File: src/rtl/seg7_scan_pkg.sv
// Shared constants and state encoding for the seven-segment scan driver.
package seg7_scan_pkg;

  localparam logic [6:0] SEG_BLANK = 7'b111_1111;
  localparam logic       AN_OFF    = 1'b1;

  typedef enum logic [0:0] {
    ST_BLANK = 1'b0,
    ST_DRIVE = 1'b1
  } scan_state_e;

endpackage

File: src/rtl/seg7.sv
// Hex-to-seven-segment decoder, active-low segments a..g with a in the MSB.
module seg7
  import seg7_scan_pkg::*;
(
  input  logic [3:0] hex,
  output logic [6:0] seg
);

  // Combinational glyph lookup
  always_comb begin
    case (hex)
      4'h0:    seg = 7'b000_0001;
      4'h1:    seg = 7'b100_1111;
      4'h2:    seg = 7'b001_0010;
      4'h3:    seg = 7'b000_0110;
      4'h4:    seg = 7'b100_1100;
      4'h5:    seg = 7'b010_0100;
      4'h6:    seg = 7'b010_0000;
      4'h7:    seg = 7'b000_1111;
      4'h8:    seg = 7'b000_0000;
      4'h9:    seg = 7'b000_0100;
      4'hA:    seg = 7'b000_1000;
      4'hB:    seg = 7'b110_0000;
      4'hC:    seg = 7'b011_0001;
      4'hD:    seg = 7'b100_0010;
      4'hE:    seg = 7'b011_0000;
      4'hF:    seg = 7'b011_1000;
      default: seg = SEG_BLANK;
    endcase
  end

endmodule

File: src/rtl/seg7_scan.sv
// Time-multiplexed 8-digit common-anode display driver with frame-aligned
// updates, leading-zero blanking and per-slot anti-ghosting blank cycles.
module seg7_scan
  import seg7_scan_pkg::*;
#(
  parameter int DIGITS      = 8,
  parameter int REFRESH_DIV = 100000,
  parameter int BLANK_CYC   = 16
) (
  input  logic                  clk,
  input  logic                  rst,
  input  logic                  load,
  input  logic [4*DIGITS-1:0]   value,
  input  logic [DIGITS-1:0]     dp_mask,
  input  logic                  blank_lz,
  output logic [DIGITS-1:0]     an,
  output logic [6:0]            seg,
  output logic                  dp
);

  localparam int VW = 4 * DIGITS;
  localparam int SW = (REFRESH_DIV > 1) ? $clog2(REFRESH_DIV) : 1;
  localparam int IW = (DIGITS > 1) ? $clog2(DIGITS) : 1;

  localparam logic [SW-1:0] SLOT_LAST       = SW'(REFRESH_DIV - 1);
  localparam logic [SW-1:0] SLOT_BLANK_LAST = SW'((BLANK_CYC > 0) ? BLANK_CYC - 1 : 0);
  localparam logic [IW-1:0] IDX_LAST        = IW'(DIGITS - 1);
  localparam scan_state_e   ST_RESET        = (BLANK_CYC > 0) ? ST_BLANK : ST_DRIVE;

  logic [SW-1:0]     slot_cnt_q, slot_cnt_d;
  logic [IW-1:0]     idx_q, idx_d;
  scan_state_e       state_q, state_d;
  logic              pend_q, pend_d;
  logic [VW-1:0]     pend_val_q, pend_val_d;
  logic [DIGITS-1:0] pend_dp_q, pend_dp_d;
  logic [VW-1:0]     disp_val_q, disp_val_d;
  logic [DIGITS-1:0] disp_dp_q, disp_dp_d;
  logic [DIGITS-1:0] an_q, an_d;
  logic [6:0]        seg_q, seg_d;
  logic              dp_q, dp_d;

  logic              slot_wrap;
  logic              frame_end;
  logic [3:0]        cur_nib;
  logic              cur_dp;
  logic              lz_blank;
  logic [6:0]        dec_seg;

  assign slot_wrap = (slot_cnt_q == SLOT_LAST);
  assign frame_end = slot_wrap && (idx_q == IDX_LAST);

  // Slot/digit counters and the pending -> display hand-off
  always_comb begin
    if (slot_wrap) begin
      slot_cnt_d = '0;
      if (idx_q == IDX_LAST) begin
        idx_d = '0;
      end else begin
        idx_d = idx_q + 1'b1;
      end
    end else begin
      slot_cnt_d = slot_cnt_q + 1'b1;
      idx_d      = idx_q;
    end

    // Commit consumes the old pending data even if a load lands on the same edge.
    if (frame_end && pend_q) begin
      disp_val_d = pend_val_q;
      disp_dp_d  = pend_dp_q;
    end else begin
      disp_val_d = disp_val_q;
      disp_dp_d  = disp_dp_q;
    end

    if (load) begin
      pend_d     = 1'b1;
      pend_val_d = value;
      pend_dp_d  = dp_mask;
    end else if (frame_end) begin
      pend_d     = 1'b0;
      pend_val_d = pend_val_q;
      pend_dp_d  = pend_dp_q;
    end else begin
      pend_d     = pend_q;
      pend_val_d = pend_val_q;
      pend_dp_d  = pend_dp_q;
    end
  end

  // Select the current digit and decide whether it is a leading zero
  always_comb begin
    cur_nib  = 4'h0;
    cur_dp   = 1'b0;
    lz_blank = blank_lz && (idx_q != '0);
    for (int i = 0; i < DIGITS; i++) begin
      cur_nib  = (idx_q == IW'(i)) ? disp_val_q[4*i +: 4] : cur_nib;
      cur_dp   = (idx_q == IW'(i)) ? disp_dp_q[i] : cur_dp;
      lz_blank = lz_blank & ~((IW'(i) >= idx_q) & (disp_val_q[4*i +: 4] != 4'h0));
    end
  end

  seg7 u_seg7 (
    .hex (cur_nib),
    .seg (dec_seg)
  );

  // FSM state register
  always_ff @(posedge clk) begin
    if (rst) begin
      state_q <= ST_RESET;
    end else begin
      state_q <= state_d;
    end
  end

  // FSM next state: blank window at the start of every slot
  always_comb begin
    case (state_q)
      ST_BLANK: begin
        if (slot_cnt_q == SLOT_BLANK_LAST) begin
          state_d = ST_DRIVE;
        end else begin
          state_d = ST_BLANK;
        end
      end
      ST_DRIVE: begin
        if (slot_wrap && (BLANK_CYC > 0)) begin
          state_d = ST_BLANK;
        end else begin
          state_d = ST_DRIVE;
        end
      end
      default: state_d = ST_RESET;
    endcase
  end

  // FSM outputs, registered below so an/seg/dp move on the same edge
  always_comb begin
    an_d  = {DIGITS{AN_OFF}};
    seg_d = dec_seg;
    dp_d  = ~cur_dp;
    if ((state_q == ST_DRIVE) && !lz_blank) begin
      an_d[idx_q] = 1'b0;
    end else begin
      an_d = {DIGITS{AN_OFF}};
    end
  end

  // Datapath and output registers
  always_ff @(posedge clk) begin
    if (rst) begin
      slot_cnt_q <= '0;
      idx_q      <= '0;
      pend_q     <= 1'b0;
      pend_val_q <= '0;
      pend_dp_q  <= '0;
      disp_val_q <= '0;
      disp_dp_q  <= '0;
      an_q       <= {DIGITS{AN_OFF}};
      seg_q      <= SEG_BLANK;
      dp_q       <= 1'b1;
    end else begin
      slot_cnt_q <= slot_cnt_d;
      idx_q      <= idx_d;
      pend_q     <= pend_d;
      pend_val_q <= pend_val_d;
      pend_dp_q  <= pend_dp_d;
      disp_val_q <= disp_val_d;
      disp_dp_q  <= disp_dp_d;
      an_q       <= an_d;
      seg_q      <= seg_d;
      dp_q       <= dp_d;
    end
  end

  assign an  = an_q;
  assign seg = seg_q;
  assign dp  = dp_q;

endmodule

File: config.mk
export PLATFORM = sky130hd
export DESIGN_NAME = seg7_scan
export DESIGN_NICKNAME = d
export VERILOG_FILES = /design/src/rtl/seg7_scan_pkg.sv /design/src/rtl/seg7.sv /design/src/rtl/seg7_scan.sv
export SDC_FILE = /design/constraint.sdc
export NUM_CORES = 1
export LEC_CHECK = 0
export BUFFER_PORTS_ARGS = -buffer_cell sky130_fd_sc_hd__buf_2
export CELL_PAD_IN_SITES_DETAIL_PLACEMENT = 0
export CELL_PAD_IN_SITES_GLOBAL_PLACEMENT = 2
export CORE_MARGIN = 5
export CORE_UTILIZATION = 35
export DETAILED_ROUTE_END_ITERATION = 6
export PLACE_DENSITY = 0.8
export SYNTH_ARGS = -nofsm -noshare
export SYNTH_HDL_FRONTEND = slang
export SYNTH_SLANG_ARGS = --single-unit
export TNS_END_PERCENT = 5
File: constraint.sdc
create_clock -name clk -period 3.8 [get_ports clk]
set_input_delay 0.76 -clock clk [delete_from_list [all_inputs] [get_ports clk]]
set_output_delay 0.76 -clock clk [all_outputs]
set_load 0.01 [all_outputs]
==> results of run 1 <==
==> routing by layer <==
metal | up-vias | GRT usage
met5 | - | 0
met4 | 0 | 0.0568
met3 | 16 | 0.0437
met2 | 76 | 0.227
met1 | 1924 | 0.204
li1 | 2079 | -
==> worst paths after layout <==
path                                     start              to  slack (ns)  depth (start not counted)
worst max-delay path                  idx_q[0]          seg[3]        0.58                         11
worst min-delay path            pend_val_q[22]  disp_val_q[22]        0.45                          2
worst max register to register        idx_q[0]          seg[3]        0.58                         11
worst min register to register  pend_val_q[22]  disp_val_q[22]        0.45                          2
==> cells in the final DEF (no fill, tap or decap), types with 7 or more instances in the layout <==
cell type | netlist | routed
nand2_1 | 120 | 120
dfxtp_1 | 118 | 118
nor2_1 | 71 | 71
buf_2 | 4 | 59
a21oi_1 | 53 | 53
mux2i_1 | 42 | 42
clkbuf_16 | 0 | 17
nand3_1 | 13 | 13
ha_1 | 12 | 12
inv_1 | 10 | 10
o21ai_0 | 9 | 9
nor4_1 | 9 | 9
xor2_1 | 9 | 9
buf_4 | 7 | 7
==> through the flow <==
step           instance area, um2  setup slack, ns  hold slack, ns
2_1_floorplan                4990             1.05           0.417
3_3_place_gp                 5390            0.762           0.429
3_5_place_dp                 5390            0.621           0.448
4_1_cts                      6000            0.595           0.455
5_1_grt                      6000            0.303           0.474
6_report                     6000            0.579           0.450
==> cell type report <==
type | instances | area, um2 | area share
multi-input cells | 418 | 2420 | 0.403
flip-flops and latches | 118 | 2360 | 0.394
clock buffers | 23 | 488 | 0.0813
repair buffers | 66 | 348 | 0.0580
well taps | 180 | 225 | 0.0375
clock inverters | 8 | 121 | 0.0202
inverters | 10 | 37.5 | 0.00626
==> power breakdown <==
| group | total, W | leakage (nW) | internal (W) | switching (W) |
|---|---|---|---|---|
| registers | 0.00129 | 0.962 | 0.00127 | 0.0000175 |
| logic | 0.000106 | 1.10 | 0.0000501 | 0.0000562 |
| clock network | 0.00163 | 0.299 | 0.00109 | 0.000535 |
| total | 0.00302 | 2.36 | 0.00241 | 0.000609 |
==> state kept, by name, summed over array words and instances, names as in the netlist <==
register,flops
slot_cnt_q,17
state_q,1
disp_val_q,32
idx_q,3
pend_dp_q,8
an,8
dp,1
pend_q,1
pend_val_q,32
seg,7
disp_dp_q,8
==> kinds of logic after synthesis <==
logic type / Yosys count
buf+inv: 47
compound gates: 97
flops: 118
simple gates: 252
mux: 43
xor+xnor: 14
fa+ha+maj: 12
==> critical path: stages, from the launching register on <==
cell      delay (ns)
dfxtp_1         0.65
inv_1           0.19
ha_1            0.50
nand3b_1        0.27
a32oi_1         0.17
nor4_1          0.08
nor2_1          0.35
inv_1           0.17
ha_1            0.24
mux2_2          0.27
nor3_2          0.10
a31oi_1         0.06
==> synthesized netlist by cell type, drive strengths merged, types with 6 or more instances <==
library cell  instances  area (um2)
o21ai                12        63.8
and3                  6        37.5
nor2                 71         267
nor3                  6        35.0
clkbuf               23        86.3
nor4                 10        77.6
xor2                  9        78.8
nand2               121         457
nand3                13        65.1
ha                   12         150
inv                  10        37.5
a21oi                53         265
mux2i                42         420
buf                  14        83.8
dfxtp               118        2360
==> results.txt, run 1 <==
post-CTS setup buffers = 0
maximum vdd ir drop = 0.337 mV
routed wire length = 12000 um
Fin. Hold Viols = 0
critical path type = flop to flop
layout cells sized above 1 = 0.162
total chip power = 0.00302 W
Post-Syn Area per Cell = 8.56 um2
setup violators final = 0
Fin Setup TNS = 0 ns
area share of fa/ha/maj cells after synthesis = 0.0301
WL/cell = 14.6 um
net count after synthesis = 639
simple logic cell fraction of the synthesized area = 0.224
H-tree depth = 4
CP Capture Type = flop
Min-Delay Path Class = flop to flop
1st-iter DRT viols = 256
largest net degree at the start of global routing = 50
asr flop ratio synth = 0
number of fillers in the final layout = 1405
initial antenna violation count = 0
Seq cells post-synth = 118
Tot GR Track Use = 0.150
compound-gate portion of the synthesized area = 0.119
vias per cell = 4.98
register area share after synthesis = 0.474
mux cell area share after synthesis = 0.0865
clock latency on the worst-skew pair = 0.41 ns
Critical Path Fanout Max = 22
post-layout util = 0.431
Worst EP required = 4.05 ns
Buffers on Ports = 59
die area = 0.0167 mm2
core area = 0.0139 mm2
P&R area growth vs syn = 20.3%
first-pass GRT wire length = 19900 um
PwrDens = 504 mW/mm2
placed cell count = 792
largest family of logic cells by synthesized area = simple AND/OR/NAND/NOR gates
DPL Wire Length = 8530 um
RSZ-0062 raised after global routing = false
Max Slew Vio Count = 0
Post-CTS Resized = 0
Yosys warning count = 0
outcome = finished, final reports clean
DRC violations left = 0
Worst EP arrival = 3.48 ns
antenna cells = 0
Die W = 129 um
post-synthesis xor/xnor area fraction = 0.0246
Period minus WS final = 3.22 ns
Post-synth top flop = dfxtp_1
hold-fix buffers at CTS = 0
FMAX = 0.310 GHz
period utilization = 0.848
Post-synth EDFFs = 0
met3 routed WL = 477 um
Layout Nets = 687
DRT met1 WL = 6000 um
clock-pin slew on the worst setup and hold paths = 0.05 ns
startpoint types = flop
routability cong. = 0.826
DIE HEIGHT = 129 um
clock skew = 0.00998 ns
CTS tree = done
Top Metal Used = met4
DR vias = 4095
clock sinks = 118
Std-Cell Rows = 43
met2 WL = 5270 um
antenna-violating nets left = 0
post-route insts no fill = 823
Rel. slew slack = 0.422
Cell Area, Synth = 0.00499 mm2
grt ovf = 0
initial cell density of the core = 0.358
I/O pin cnt = 60
vias in the first global route = 3910
leakage power = 2.36 nW
Max Root-Sink Buffers = 2
number of max-cap violations = 0
Post-Syn Instances = 583
worst slew pin tran = 0.866 ns
synth unique cells = 58
number of buffers created by CTS = 17
Pre-antenna DRT Iters = 5
root buffer cell = clkbuf_16
(Power assumes the default switching activity.)
==> run 2: changes to the inputs <==
clock period = 3.3 ns   (was 3.8 ns; I/O delays follow)
==> results.txt, run 2 (synthesis gave the netlist of run 1 again) <==
PwrDens = 569 mW/mm2 (+13%)
switch share = 0.205 (+0.00344)
critical path's slowest cell = dfxtp_1
first-pass GRT wire length = 20000 um (+0.87%)
core area = 0.0139 mm2 (unchanged)
antenna-violating nets left = 0 (unchanged)
number of max-cap violations = 0 (unchanged)
number of fillers in the final layout = 1399 (-0.43%)
hold-fix buffers at CTS = 0 (unchanged)
post-layout util = 0.432 (+0.00153)
CP Cell Sequence = inv_1 -> ha_1 -> nand2_1 -> o21ai_2 -> a221o_1 -> a221o_1 -> nor2b_4 -> a221o_1
cell internal pwr = 0.00272 W (+13%)
Post-CTS Resized = 0 (unchanged)
leading cell type in the layout, fill and taps excluded = nand2_1
P&R area growth vs syn = 20.7%
root buffer cell = clkbuf_16
clock network fraction of total power = 0.531 (-0.008)
Sequential Power Share = 0.433 (+0.007)
worst min-delay path startpoint = slot_cnt_q[0]
Min-Delay Path Class = flop to flop
layout cells sized above 1 = 0.168 (+0.00673)
post-CTS setup buffers = 0 (unchanged)
Crit path largest cell delay = 0.62 ns (-0.03 ns)
worst slew pin tran = 0.963 ns (+0.0964 ns)
hold path depth = 1 (-1)
leakage power = 2.38 nW (+0.87%)
grt ovf = 0 (unchanged)
Period minus WS final = 2.96 ns (-0.264 ns)
clock latency on the worst-skew pair = 0.41 ns (about the same)
Max Root-Sink Buffers = 2 (unchanged)
Fin. Hold Viols = 0 (unchanged)
I/O pin cnt = 60 (unchanged)
vias per cell = 4.91 (-1.4%)
largest net degree at the start of global routing = 93 (+86%)
antenna cells = 0 (unchanged)
maximum vdd ir drop = 0.328 mV (-2.5%)
DR vias = 4057 (-0.93%)
Layout Nets = 690 (+0.44%)
Comb power frac = 0.036 (about the same)
Top cell by count, worst path = a221o_1
setup ws final = 0.344 ns (-0.236 ns)
WL/cell = 14.4 um (-1.3%)
Buffers on Ports = 59 (unchanged)
H-tree depth = 4 (unchanged)
setup violators final = 0 (unchanged)
critical path type = flop to flop
startpoint types = flop
DRC violations left = 0 (unchanged)
routability cong. = 0.829 (+0.39%)
DPL Wire Length = 8530 um (about the same)
DIE HEIGHT = 129 um (unchanged)
Setup WS pre-CTS = 0.364 ns (-0.257 ns)
Worst EP required = 3.60 ns (-0.45 ns)
Critical Path Fanout Max = 17 (-23%)
period utilization = 0.896 (+0.0483)
die area = 0.0167 mm2 (unchanged)
outcome = finished, final reports clean
Max Slew Vio Count = 0 (unchanged)
clock skew = 0.00866 ns (-0.00133 ns)
Net Sw Power = 0.000702 W (+15%)
CP startpoint = idx_q[1]
Std-Cell Rows = 43 (unchanged)
initial antenna violation count = 0 (unchanged)
vias in the first global route = 4031 (+3.1%)
clock-pin slew on the worst setup and hold paths = 0.05 ns (about the same)
FF-to-FF path depth = 8 (-3)
Worst EP arrival = 3.25 ns (-0.23 ns)
commonest cells after routing, fill and taps aside = 120 x nand2_1, 118 x dfxtp_1, 71 x nor2_1
clock sinks = 118 (unchanged)
routed wire length = 11900 um (-0.83%)
CTS tree = done
Tot GR Track Use = 0.151 (+0.000630)
worst r2r src = idx_q[1]
initial cell density of the core = 0.358 (unchanged)
1st-iter DRT viols = 261 (+2.0%)
Pre-antenna DRT Iters = 4 (-1)
Die W = 129 um (unchanged)
FMAX = 0.338 GHz (+8.9%)
CP Capture Type = flop
RSZ-0062 raised after global routing = false
largest registers = disp_val_q x32, pend_val_q x32, slot_cnt_q x17
Rel. slew slack = 0.358 (-0.0643)
Fin Setup TNS = 0 ns (unchanged)
number of buffers created by CTS = 17 (unchanged)
run 2: changes by cell type in the layout (fill, tap and decap cells not counted), sizes merged:
cell | previous run | this run
clkinv | 4 | 6
bufinv | 3 | 2
buf | 66 | 69
run 2: final timing paths:
| kind | slack (ns) | to |
|---|---|---|
| min reg2reg | 0.44 | slot_cnt_q[0] |
| min | 0.44 | slot_cnt_q[0] |
| max reg2reg | 0.34 | seg[0] |
| max | 0.34 | seg[0] |
run 2: final cells by class:
type                    count  area, um2  share of cell area
repair buffers             69        383              0.0636
flip-flops and latches    118       2360               0.392
inverters                  10       37.5             0.00623
well taps                 180        225              0.0374
clock inverters             9       97.6              0.0162
clock buffers              23        498              0.0827
multi-input cells         418       2420               0.402
run 2: power by group through the flow:
stage,clock network [W],logic (W),registers (W)
after floorplan,0,0.0000792,0.00151
after global placement,0,0.000122,0.00151
after detailed placement,0,0.000125,0.00151
after CTS,0.00187,0.000126,0.00148
after global routing,0.00194,0.000140,0.00149
final,0.00182,0.000123,0.00148
run 2: routing by layer:
metal	up-vias	share of wire	GRT usage
met5	-	0	0
met4	0	0.010	0.0476
met3	14	0.044	0.0511
met2	77	0.44	0.229
met1	1877	0.50	0.204
li1	2089	-	-
run 2: critical path: cells and delay by family, from the launching register on:
kind,cells,cell delay (ns)
AO/OA/AOI/OAI,4,1.27
flip-flops,1,0.62
adder cells (fa/ha/maj),1,0.40
AND/OR/NAND/NOR,2,0.38
buffers and inverters,1,0.17
run 2: through the flow:
stage               instances  instance area [um2]  hold slack (ns)  power (W)
floorplan                 583                 4990            0.417    0.00159
global placement          795                 5430            0.428    0.00163
detailed placement        795                 5430            0.441    0.00164
CTS                       827                 6020            0.449    0.00348
global route              827                 6020            0.463    0.00356
finish                    827                 6020            0.445    0.00343
